File: src/rtl/axi4_lite_read_pipe.sv
// AXI4-Lite read slave: register strobe, fixed-latency pipe, in-order FIFO.
// Define AXI4_LITE_READ_PIPE_ALIGN_CHECK_EN to return SLVERR on misaligned reads.
module axi4_lite_read_pipe #(
  parameter int DEPTH        = 8,
  parameter int DATA_SIZE    = 32,
  parameter int ADDR_SIZE    = 16,
  parameter int READ_LATENCY = 2,
  parameter int OUTSTANDING  = 4
) (
  input  logic                     clk_i,
  input  logic                     rst_clk_i,
  input  logic [ADDR_SIZE-1:0]     read_address_i,
  input  logic                     read_address_valid_i,
  output logic                     read_address_ready_o,
  output logic [DATA_SIZE-1:0]     read_data_o,
  output logic [1:0]               read_data_response_o,
  output logic                     read_data_valid_o,
  input  logic                     read_data_ready_i,
  output logic [$clog2(DEPTH)-1:0] register_address_o,
  output logic                     register_read_o,
  input  logic [DATA_SIZE-1:0]     register_data_i
);

  localparam int BW = $clog2(DATA_SIZE/8);
  localparam int IW = $clog2(DEPTH);
  localparam int CW = $clog2(OUTSTANDING+1);
  localparam int PW = (OUTSTANDING > 1) ? $clog2(OUTSTANDING) : 1;
  localparam int L  = READ_LATENCY;

  localparam logic [CW-1:0] OUT_MAX  = CW'(OUTSTANDING);
  localparam logic [CW-1:0] ONE      = CW'(1);
  localparam logic [PW-1:0] PTR_LAST = PW'(OUTSTANDING-1);
  localparam logic [PW-1:0] PTR_ONE  = PW'(1);

  localparam logic [1:0] RESP_OKAY   = 2'b00;
  localparam logic [1:0] RESP_SLVERR = 2'b10;
  localparam logic [1:0] RESP_DECERR = 2'b11;

  logic [CW-1:0] credit;
  logic          ar_hs;
  logic          r_hs;
  logic [IW-1:0] idx;
  logic          dec_err;
  logic          slv_err;
  logic          hit;
  logic [1:0]    ar_resp;

  assign read_address_ready_o = (credit < OUT_MAX) && !rst_clk_i;
  assign ar_hs   = read_address_valid_i && read_address_ready_o;
  assign idx     = read_address_i[BW +: IW];
  assign dec_err = |read_address_i[ADDR_SIZE-1:BW+IW];

`ifdef AXI4_LITE_READ_PIPE_ALIGN_CHECK_EN
  assign slv_err = !dec_err && (|read_address_i[BW-1:0]);
`else
  // Byte-offset bits are simply dropped; the read uses the truncated index.
  logic unused_low;
  assign unused_low = ^read_address_i[BW-1:0];
  assign slv_err    = 1'b0;
`endif

  assign hit = !dec_err && !slv_err;

  always_comb begin
    ar_resp = RESP_OKAY;
    unique case (1'b1)
      dec_err: ar_resp = RESP_DECERR;
      slv_err: ar_resp = RESP_SLVERR;
      default: ar_resp = RESP_OKAY;
    endcase
  end

  always_ff @(posedge clk_i) begin
    if (rst_clk_i) begin
      register_read_o    <= 1'b0;
      register_address_o <= '0;
    end else begin
      register_read_o <= ar_hs && hit;
      if (ar_hs && hit)
        register_address_o <= idx;
    end
  end

  logic [L-1:0] pv;
  logic [1:0]   pr [L];

  always_ff @(posedge clk_i) begin
    if (rst_clk_i) begin
      pv <= '0;
    end else begin
      pv[0] <= ar_hs;
      for (int i = 1; i < L; i++)
        pv[i] <= pv[i-1];
    end
  end

  always_ff @(posedge clk_i) begin
    pr[0] <= ar_resp;
    for (int i = 1; i < L; i++)
      pr[i] <= pr[i-1];
  end

  logic                 push;
  logic [1:0]           push_resp;
  logic [DATA_SIZE-1:0] push_data;

  assign push      = pv[L-1];
  assign push_resp = pr[L-1];
  assign push_data = (push_resp == RESP_OKAY) ? register_data_i : '0;

  logic [DATA_SIZE-1:0] fd [OUTSTANDING];
  logic [1:0]           fr [OUTSTANDING];
  logic [PW-1:0]        wp;
  logic [PW-1:0]        rp;
  logic [CW-1:0]        cnt;

  assign read_data_valid_o    = (cnt != '0);
  assign r_hs                 = read_data_valid_o && read_data_ready_i;
  assign read_data_o          = read_data_valid_o ? fd[rp] : '0;
  assign read_data_response_o = read_data_valid_o ? fr[rp] : RESP_OKAY;

  always_ff @(posedge clk_i) begin
    if (push) begin
      fd[wp] <= push_data;
      fr[wp] <= push_resp;
    end
  end

  // Credit covers pipe plus FIFO, so the FIFO cannot overflow.
  always_ff @(posedge clk_i) begin
    if (rst_clk_i) begin
      wp     <= '0;
      rp     <= '0;
      cnt    <= '0;
      credit <= '0;
    end else begin
      if (push)
        wp <= (wp == PTR_LAST) ? '0 : wp + PTR_ONE;
      if (r_hs)
        rp <= (rp == PTR_LAST) ? '0 : rp + PTR_ONE;
      unique case ({push, r_hs})
        2'b10:   cnt <= cnt + ONE;
        2'b01:   cnt <= cnt - ONE;
        default: cnt <= cnt;
      endcase
      unique case ({ar_hs, r_hs})
        2'b10:   credit <= credit + ONE;
        2'b01:   credit <= credit - ONE;
        default: credit <= credit;
      endcase
    end
  end

endmodule
File: config.mk
export PLATFORM = sky130hd
export DESIGN_NAME = axi4_lite_read_pipe
export DESIGN_NICKNAME = d
export VERILOG_FILES = /design/src/rtl/axi4_lite_read_pipe.sv
export SDC_FILE = /design/constraint.sdc
export NUM_CORES = 1
export LEC_CHECK = 0
export ABC_AREA = 1
export BUFFER_PORTS_ARGS = -buffer_cell sky130_fd_sc_hd__buf_2
export CAP_MARGIN = 10
export CORE_UTILIZATION = 38
export CTS_CLUSTER_DIAMETER = 200
export DETAILED_ROUTE_END_ITERATION = 10
export PLACE_DENSITY = 0.67
export SETUP_SLACK_MARGIN = 0.5
export SLEW_MARGIN = 5
export SYNTH_ARGS = -nofsm -noshare
export SYNTH_HDL_FRONTEND = slang
export SYNTH_SLANG_ARGS = --single-unit
File: constraint.sdc
create_clock -name clk_i -period 1.9 [get_ports clk_i]
set_input_delay 0.285 -clock clk_i [delete_from_list [all_inputs] [get_ports clk_i]]
set_output_delay 0.285 -clock clk_i [all_outputs]
set_load 0.03 [all_outputs]
==> qor_table.md, run 1 <==
| Group | Parameter | Value |
| --- | --- | --- |
| timing | Final Hold Vio Count | 0 |
| clock network | Clock sink count | 152 |
| clock network | Maximum root-to-sink buffer count | 2 |
| floorplanning | Overall die width | 131 um |
| clock network | H-Tree Depth | 4 |
| finish | Area Overhead vs Synth | 37.7% |
| timing | Maximum clock frequency | 0.500 GHz |
| route | Initial drt markers | 371 |
| power | Worst-case vdd ir drop | 750 uV |
| floorplanning | Total die area | 17200 um2 |
| setup path | Category of the critical setup timing path | flip-flop to output port |
| placed design | Port Buffer Count | 89 |
| setup path | Worst path cell trace | buf_12, buf_16, nor2_4, nor2_1, o21ai_1, a21oi_2, buf_6 |
| clock network | Clock tree root driver cell | clkbuf_16 |
| synthesis | Distinct cell type count of the synthesized netlist | 23 |
| timing | # setup viols final | 28 |
| setup path | Crit path max fanout | 6 |
| synthesis | Summed instance area of the synthesized netlist | 6340 um2 |
| setup path | Startpoint of the most critical register-to-register path | cnt[0] |
| global routing | Initial antenna violation count | 0 |
| setup path | Type of origin of the critical path | flip-flop |
| timing | Worst-Margin Slew | 467 ps |
| setup path | End of the worst register-to-register path | credit[2] |
| setup path | Worst Reg-to-Reg Cells | 9 |
| hold path | Hold Crit Class | input port to flip-flop |
| global routing | Pin count of the biggest net entering global routing | 37 |
| synthesis | Net Count, Synth | 645 |
| synthesis | Register area share after synthesis | 68.9% |
| timing | Final Slew Violations | 0 |
| route | Number of iterations in the first detailed-routing pass | 4 |
| setup path | Required arrival time at the worst endpoint | 1620 ps |
| timing | Worst-case clock skew | 13.6 ps |
| floorplanning | Number of primary I/O pins | 92 |
| timing | Post-layout min period | 2000 ps |
| timing | Final setup TNS | -1320 ps |
| timing | RSZ-0062 raised after global routing | yes |
| timing | Max_slew headroom | 68.8% |
| power | Power per cell area | 1130 nW/um2 |
| clock network | Worst-path clk slew | 70 ps |
| finish | Layout cell share with drive strength beyond 1 | 36.7% |
| global routing | Global router's overall resource usage | 17.6% |
| finish | Fin cells | 941 |
| power | Overall power | 0.00987 W |
| finish | Number of nets in the final layout | 773 |
| run | Max-capacitance violation count | 0 |
| power | Static leakage | 3.37 nW |
| synthesis | Cell type with the largest total area after synthesis | edfxtp_1 |
| synthesis | Number of warnings issued by yosys | 0 |
| finish | Final instance area | 8720 um2 |
| finish | Layout fillers | 1330 |
| floorplanning | Row count | 46 |
| setup path | Capturing element type of the critical path | output port |
| global routing | Wire length of the first global-routing pass | 23.1 mm |
| global routing | Vias in the first global route | 4572 |
| synthesis | Total of flip-flops plus latches after synthesis | 152 |
| placed design | Final weighted congestion in routability-driven placement | 0.721 |
| route | Average wire per cell in the routed design | 15.5 um |
| floorplanning | Die Span Y | 131 um |
| synthesis | Top area cells in the synthesized netlist | edfxtp_1 (63%), nor2_1 (11%), dfxtp_1 (6.3%) |
| run status | Outcome | finished with violations |
| route | Remaining antenna violation count | 0 |
| synthesis | Average footprint of a synthesized cell | 10.8 um2 |
| setup path | Largest incremental delay on the critical path | 460 ps |
| synthesis | Gate count of the mapped netlist | 584 |
| timing | Setup ws final | -99.3 ps |
| timing | Portion of the clock cycle consumed by the worst path in the final layout | 105% |
| finish | ANT cells | 0 |
| setup path | Data arrival time of the critical path | 1710 ps |
| finish | Layout Utilization | 54.3% |
| clock network | Clock insertion delay at the later pin of the skew report | 420 ps |
| route | Drc violations | 0 |
| route | DR vias | 4492 |
| placed design | Dpl cell area | 7300 um2 |
| route | Final WL | 14.6 mm |
| placed design | Post-detail-place hpwl | 8.44 mm |
| global routing | Leftover overflow at the end of global routing | 0 |
| clock network | CTS tree | yes |
| clock network | Inserted Clock Buffers | 17 |
| setup path | Combined buffer and inverter count along the critical path | 3 |
| floorplanning | Starting utilization of the core area | 39.5% |
| hold path | Count of cells along the worst hold path | 5 |
| hold path | Min-delay src | read_address_i[12] |
| setup path | CP max stage cell | dfxtp_4 |
| setup path | Worst reg-to-reg setup slack | 90 ps |
| synthesis | Share of the synthesized area in the top cell type | 62.6% |
| floorplanning | Core footprint | 16100 um2 |
| hold path | Endpoint of the worst hold path | pr[0][1] |
| setup path | Crit path max-delay family | flip-flops |
| route | Detailed-route vias per instance | 4.77 |
| run status | Failing checks | setup timing |
| placed design | Number of placed instances, taps included | 885 |
## how the worst max path moves through the flow
| stage | end | slack [ps] | cells after the start |
|---|---|---|---|
| 2_1_floorplan | cnt[2] | 40 | 11 |
| 3_3_place_gp | cnt[2] | 80 | 11 |
| 3_5_place_dp | cnt[2] | 30 | 11 |
| 4_1_cts | read_data_o[0] | -90 | 5 |
| 5_1_grt | read_data_o[21] | -190 | 7 |
| 6_report | read_data_o[22] | -100 | 7 |
## kinds of logic after synthesis
group	Yosys count	synth area share, %
buffers and inverters	96	6.62
AND/OR/NAND/NOR	211	13.2
XOR/XNOR	2	0.277
AO/OA/AOI/OAI	114	9.00
flip-flops	152	68.9
adder cells (fa/ha/maj)	9	2.01
## cells in the mapped netlist
cell type	count
nor2_1	186
edfxtp_1	132
inv_1	65
o21ai_0	44
a21oi_1	41
o21ai_1	29
dfxtp_1	20
nand2_1	17
clkbuf_1	11
buf_2	7
ha_1	7
buf_6	5
clkbuf_2	4
nand4_1	3
buf_4	2
fa_1	2
inv_2	2
xor2_1	2
nand3_2	1
nor3_1	1
nor3_4	1
nor3b_4	1
or2_2	1
## final cells by class
class | count | area (um2) | share of cell area [%]
tap | 216 | 270 | 3.10
clock buffer | 19 | 433 | 4.96
inverter | 67 | 284 | 3.26
sequential | 152 | 4380 | 50.2
clock inverter | 13 | 199 | 2.28
timing repair buffer | 138 | 1210 | 13.9
multi-input combinational | 336 | 1940 | 22.3
## repair_timing
action	in CTS	in global routing
setup buffers	12	8
setup endpoints to repair	95	114
gates cloned	4	0
gates resized for setup	118	68
pin swaps	21	20
hold buffers	0	0
## state kept, by name, summed over array words and instances, names as in the netlist, named ones only
name                flops
fd                    128
fr                      4
cnt                     3
credit                  3
register_address_o      3
pr                      2
pv                      2
rp                      2
wp                      2
register_read_o         1
## worst reg2reg max path, stage by stage (launching register included)
cell and delay [ps]:
dfxtp_2 340, nor3_4 250, inv_2 90, nand2_4 90, inv_2 50, ha_4 160, fa_2 340, o21ai_1 180
xor2_1 160, nor2_1 50
## where the power goes
group | internal (W) | leakage (nW) | switching (W)
Combinational | 0.00104 | 1.68 | 0.00150
Clock | 0.00232 | 0.300 | 0.00126
Sequential | 0.00367 | 1.38 | 0.0000780
## per-layer routing
layer	vias to the layer above	routed length (um)	global-route usage, %
li1	2217	-	-
met1	2159	6260	21.0
met2	105	7590	31.2
met3	11	598	3.51
met4	0	117	6.34
met5	-	0	0
## placed cells by master, fill, tap and decap left out, drive strengths merged
cell and count:
ha 7, clkinv 4, xor2 2, nand3 1, nand2 17, edfxtp 132, clkinvlp 6, buf 138
nor3b 1, bufinv 5, clkbuf 19, a21oi 41, fa 2, nand4 3, nor3 2, dfxtp 20
nor2 186, inv 65, o21ai 73, or2 1
## metrics by stage
stage | worst slack, ps | hold slack, ps
after floorplan | 40.0 | 310
after global placement | 79.8 | 315
after detailed placement | 28.2 | 324
after CTS | -89.4 | 177
after global routing | -194 | 215
final | -99.3 | 195
Note: power is estimated with default switching activity, not from simulation.
==> inputs of run 2 (changes only) <==
--- a/config.mk
+++ b/config.mk
@@ -5,7 +5,7 @@
 export SDC_FILE = /design/constraint.sdc
 export NUM_CORES = 1
 export LEC_CHECK = 0
-export ABC_AREA = 1
+export ABC_AREA = 0
 export BUFFER_PORTS_ARGS = -buffer_cell sky130_fd_sc_hd__buf_2
 export CAP_MARGIN = 10
 export CORE_UTILIZATION = 38
==> qor_table.md, run 2 <==
| Group | Parameter | Value | Change |
| --- | --- | --- | --- |
| placed design | Pre-CTS worst setup slack | -76.5 ps | -105 ps |
| clock network | H-Tree Depth | 4 | unchanged |
| placed design | Port Buffer Count | 89 | unchanged |
| timing | Final setup TNS | -7290 ps | -5970 ps |
| floorplanning | Row count | 45 | -2.2% |
| timing | Worst-Margin Slew | 435 ps | -32.5 ps |
| finish | Registers with the most flip-flops | fd x128, fr x4 |  |
| finish | Area Overhead vs Synth | 39.9% |  |
| synthesis | Share of the synthesized area in the top cell type | 64.9% | +2.3 points |
| finish | Most frequent standard cell in the layout excluding fill and tap cells | edfxtp_1 |  |
| finish | Final instance area | 8550 um2 | -2.0% |
| finish | Layout Utilization | 55.4% | +1.1 points |
| floorplanning | Total die area | 16600 um2 | -3.5% |
| clock network | Clock insertion delay at the later pin of the skew report | 420 ps | about the same |
| placed design | Dpl cell area | 7280 um2 | -0.26% |
| timing | Post-layout min period | 2150 ps | +151 ps |
| synthesis | Summed instance area of the synthesized netlist | 6110 um2 | -3.6% |
| setup path | Crit path max-delay family | multiplexers |  |
| power | Combinational fraction of design power | 40.4% | +15 points |
| timing | Worst-case clock skew | 6.02 ps | -7.60 ps |
| clock network | Inserted Clock Buffers | 17 | unchanged |
| finish | ANT cells | 0 | unchanged |
| setup path | Category of the critical setup timing path | flip-flop to output port |  |
| timing | Max_slew headroom | 71.0% | +2.2 points |
| synthesis | Distinct cell type count of the synthesized netlist | 27 | +17% |
| hold path | Hold Crit Class | input port to flip-flop |  |
| clock network | CTS tree | yes |  |
| power | Worst-case vdd ir drop | 684 uV | -8.7% |
| setup path | Data arrival time of the critical path | 1870 ps | +160 ps |
| synthesis | Average footprint of a synthesized cell | 18.0 um2 | +66% |
| floorplanning | Core footprint | 15400 um2 | -3.9% |
| floorplanning | Die Span Y | 129 um | -1.8% |
| global routing | Global router's overall resource usage | 16.4% | -1.2 points |
| global routing | Pin count of the biggest net entering global routing | 25 | -32% |
| clock network | Worst-path clk slew | 60 ps | about the same |
| synthesis | Top area cells in the synthesized netlist | edfxtp_1 (65%), mux4_2 (12%), nor2b_1 (6.8%) |  |
| timing | # setup viols final | 34 | +21% |
| run | Max-capacitance violation count | 0 | unchanged |
| synthesis | Post-synth ARST share | 0% | unchanged |
| timing | Maximum clock frequency | 0.465 GHz | -7.0% |
| route | Detailed-route vias per instance | 4.80 | +0.59% |
| synthesis | Most repeated cell in the gate-level netlist after synthesis | edfxtp_1 |  |
| global routing | Leftover overflow at the end of global routing | 0 | unchanged |
| setup path | Capturing element type of the critical path | output port |  |
| finish | Most frequent cells in the layout | edfxtp_1 (132), buf_2 (53), buf_6 (43) |  |
| synthesis | Total of flip-flops plus latches after synthesis | 152 | unchanged |
| run status | Failing checks | setup timing |  |
| clock network | Clock tree root driver cell | clkbuf_16 |  |
| setup path | Type of origin of the critical path | flip-flop |  |
| route | Average wire per cell in the routed design | 17.9 um | +16% |
| synthesis | Commonest cells in the netlist | edfxtp_1 (132), nor2b_1 (66), mux4_2 (33) |  |
| synthesis | Synth Flop Type | edfxtp_1 |  |
| setup path | Most repeated library cell on the critical path | buf_6 |  |
| floorplanning | Overall die width | 129 um | -1.8% |
| synthesis | Number of enable-type register cells in the synthesized netlist | 132 | unchanged |
| synthesis | Net Count, Synth | 400 | -38% |
| synthesis | Register area share after synthesis | 71.4% | +2.6 points |
| power | Int Power | 0.00786 W | +12% |
| run status | Outcome | finished with violations |  |
| global routing | Wire length of the first global-routing pass | 19.3 mm | -16% |
| setup path | Combined buffer and inverter count along the critical path | 3 | unchanged |
| setup path | Largest incremental delay on the critical path | 530 ps | +70 ps |
| placed design | Final weighted congestion in routability-driven placement | 0.707 | -1.9% |
| finish | Reg with most FFs | fd |  |
| clock network | Maximum root-to-sink buffer count | 2 | unchanged |
| route | DR vias | 3371 | -25% |
| power | Power per cell area | 1330 nW/um2 | +17% |
| setup path | CP max stage cell | mux4_2 |  |
| setup path | Required arrival time at the worst endpoint | 1620 ps | about the same |
| route | Number of iterations in the first detailed-routing pass | 5 | +1 |
| placed design | Post-detail-place hpwl | 7.12 mm | -16% |
| timing | Final Slew Violations | 0 | unchanged |
| finish | Number of nets in the final layout | 539 | -30% |
| timing | Final Hold Vio Count | 0 | unchanged |
| power | Power spent charging and discharging nets | 0.00349 W | +23% |
| route | Drc violations | 0 | unchanged |
| synthesis | Number of warnings issued by yosys | 0 | unchanged |
| timing | Worst hold margin | 129 ps | -66.5 ps |
| floorplanning | Starting utilization of the core area | 39.6% | +0.14 points |
| timing | Setup ws final | -250 ps | -151 ps |
| global routing | Vias in the first global route | 3640 | -20% |
| clock network | Clock sink count | 152 | unchanged |
| power | Static leakage | 3.08 nW | -8.6% |
| finish | Largest register FFs | 128 | unchanged |
| power | Switching power share of the total | 30.8% | +2.0 points |
| synthesis | Cell type with the largest total area after synthesis | edfxtp_1 |  |
| route | Final WL | 12.6 mm | -14% |
| timing | RSZ-0062 raised after global routing | yes |  |
| setup path | Crit path max fanout | 6 | unchanged |
| synthesis | Gate count of the mapped netlist | 339 | -42% |
| setup path | Worst path cell trace | buf_6, buf_12, mux4_2, nor2b_4, buf_6 |  |
| floorplanning | Number of primary I/O pins | 92 | unchanged |
| finish | Layout cell share with drive strength beyond 1 | 53.6% | +17 points |
| route | Initial drt markers | 195 | -47% |
| global routing | Initial antenna violation count | 0 | unchanged |
| power | Clock share of power | 26.3% | -10 points |
| power | Portion of total power attributed to sequential cells | 33.3% | -4.7 points |
| timing | Portion of the clock cycle consumed by the worst path in the final layout | 113% | +7.9 points |
| route | Remaining antenna violation count | 0 | unchanged |
-- run 2: cell types whose count changed after synthesis, moves of 33 or more --
cell,before,now
a21oi_1,41,6
inv_1,65,10
mux4_2,0,33
nor2_1,186,10
nor2b_1,0,66
o21ai_0,44,2
-- run 2: tightest hold or removal path, cell delays in order --
cell and delay (ps):
buf_2 100, nand2b_1 60, mux2i_1 60
-- run 2: layout make-up --
class | count | area [um2]
Fill cell | 1277 | 6880
Sequential cell | 152 | 4380
Multi-Input combinational cell | 164 | 2010
Timing Repair Buffer | 133 | 1320
Clock buffer | 24 | 482
Tap cell | 211 | 264
Clock inverter | 8 | 47.5
Inverter | 10 | 42.5
-- run 2: power by group through the flow --
stage | combinational (W) | sequential [W] | clock [W]
finish | 0.00458 | 0.00378 | 0.00299
global route | 0.00484 | 0.00380 | 0.00318
CTS | 0.00429 | 0.00377 | 0.00306
detailed placement | 0.00333 | 0.00383 | 0
global placement | 0.00330 | 0.00382 | 0
floorplan | 0.00256 | 0.00381 | 0
-- run 2: cells by family (layout without fill, tap and decap cells) --
logic type	Yosys count	in the layout	synth area share, %
AND/OR/NAND/NOR	99	103	10.2
adder cells (fa/ha/maj)	9	9	2.09
AO/OA/AOI/OAI	9	9	0.778
buffers and inverters	27	175	1.80
flip-flops	152	152	71.4
multiplexers	39	39	13.1
XOR/XNOR	4	4	0.574
-- run 2: path summary, 6_finish.rpt --
path	startpoint	slack, ps	to	depth (start not counted)
hold reg to reg	pr[0][1]	330	pr[0][2]	0
hold / removal	read_address_i[3]	130	register_address_o[1]	3
setup reg to reg	cnt[2]	0	credit[2]	7
setup / recovery	flip-flop	-250	read_data_response_o[1]	5
-- run 2: per-stage QoR --
step	power, W	instances
6_report	0.0114	702
5_1_grt	0.0118	702
4_1_cts	0.0111	693
3_5_place_dp	0.00716	640
3_3_place_gp	0.00712	640
2_1_floorplan	0.00637	339
-- run 2: repair_timing --
| action | in CTS | in global routing |
|---|---|---|
| setup endpoints to repair | 126 | 84 |
| resized for setup | 91 | 20 |
| buffers inserted | 15 | 6 |
| hold buffers | 0 | 0 |
| gates cloned | 6 | 3 |
| pin swaps | 5 | 2 |
-- run 2: routing by layer --
| layer | share of wire [%] | global-route usage, % | vias up |
|---|---|---|---|
| li1 | - | - | 1567 |
| met1 | 43 | 19.7 | 1713 |
| met2 | 52 | 28.2 | 79 |
| met3 | 4.9 | 5.20 | 12 |
| met4 | 0.96 | 4.98 | 0 |
| met5 | 0 | 0 | - |
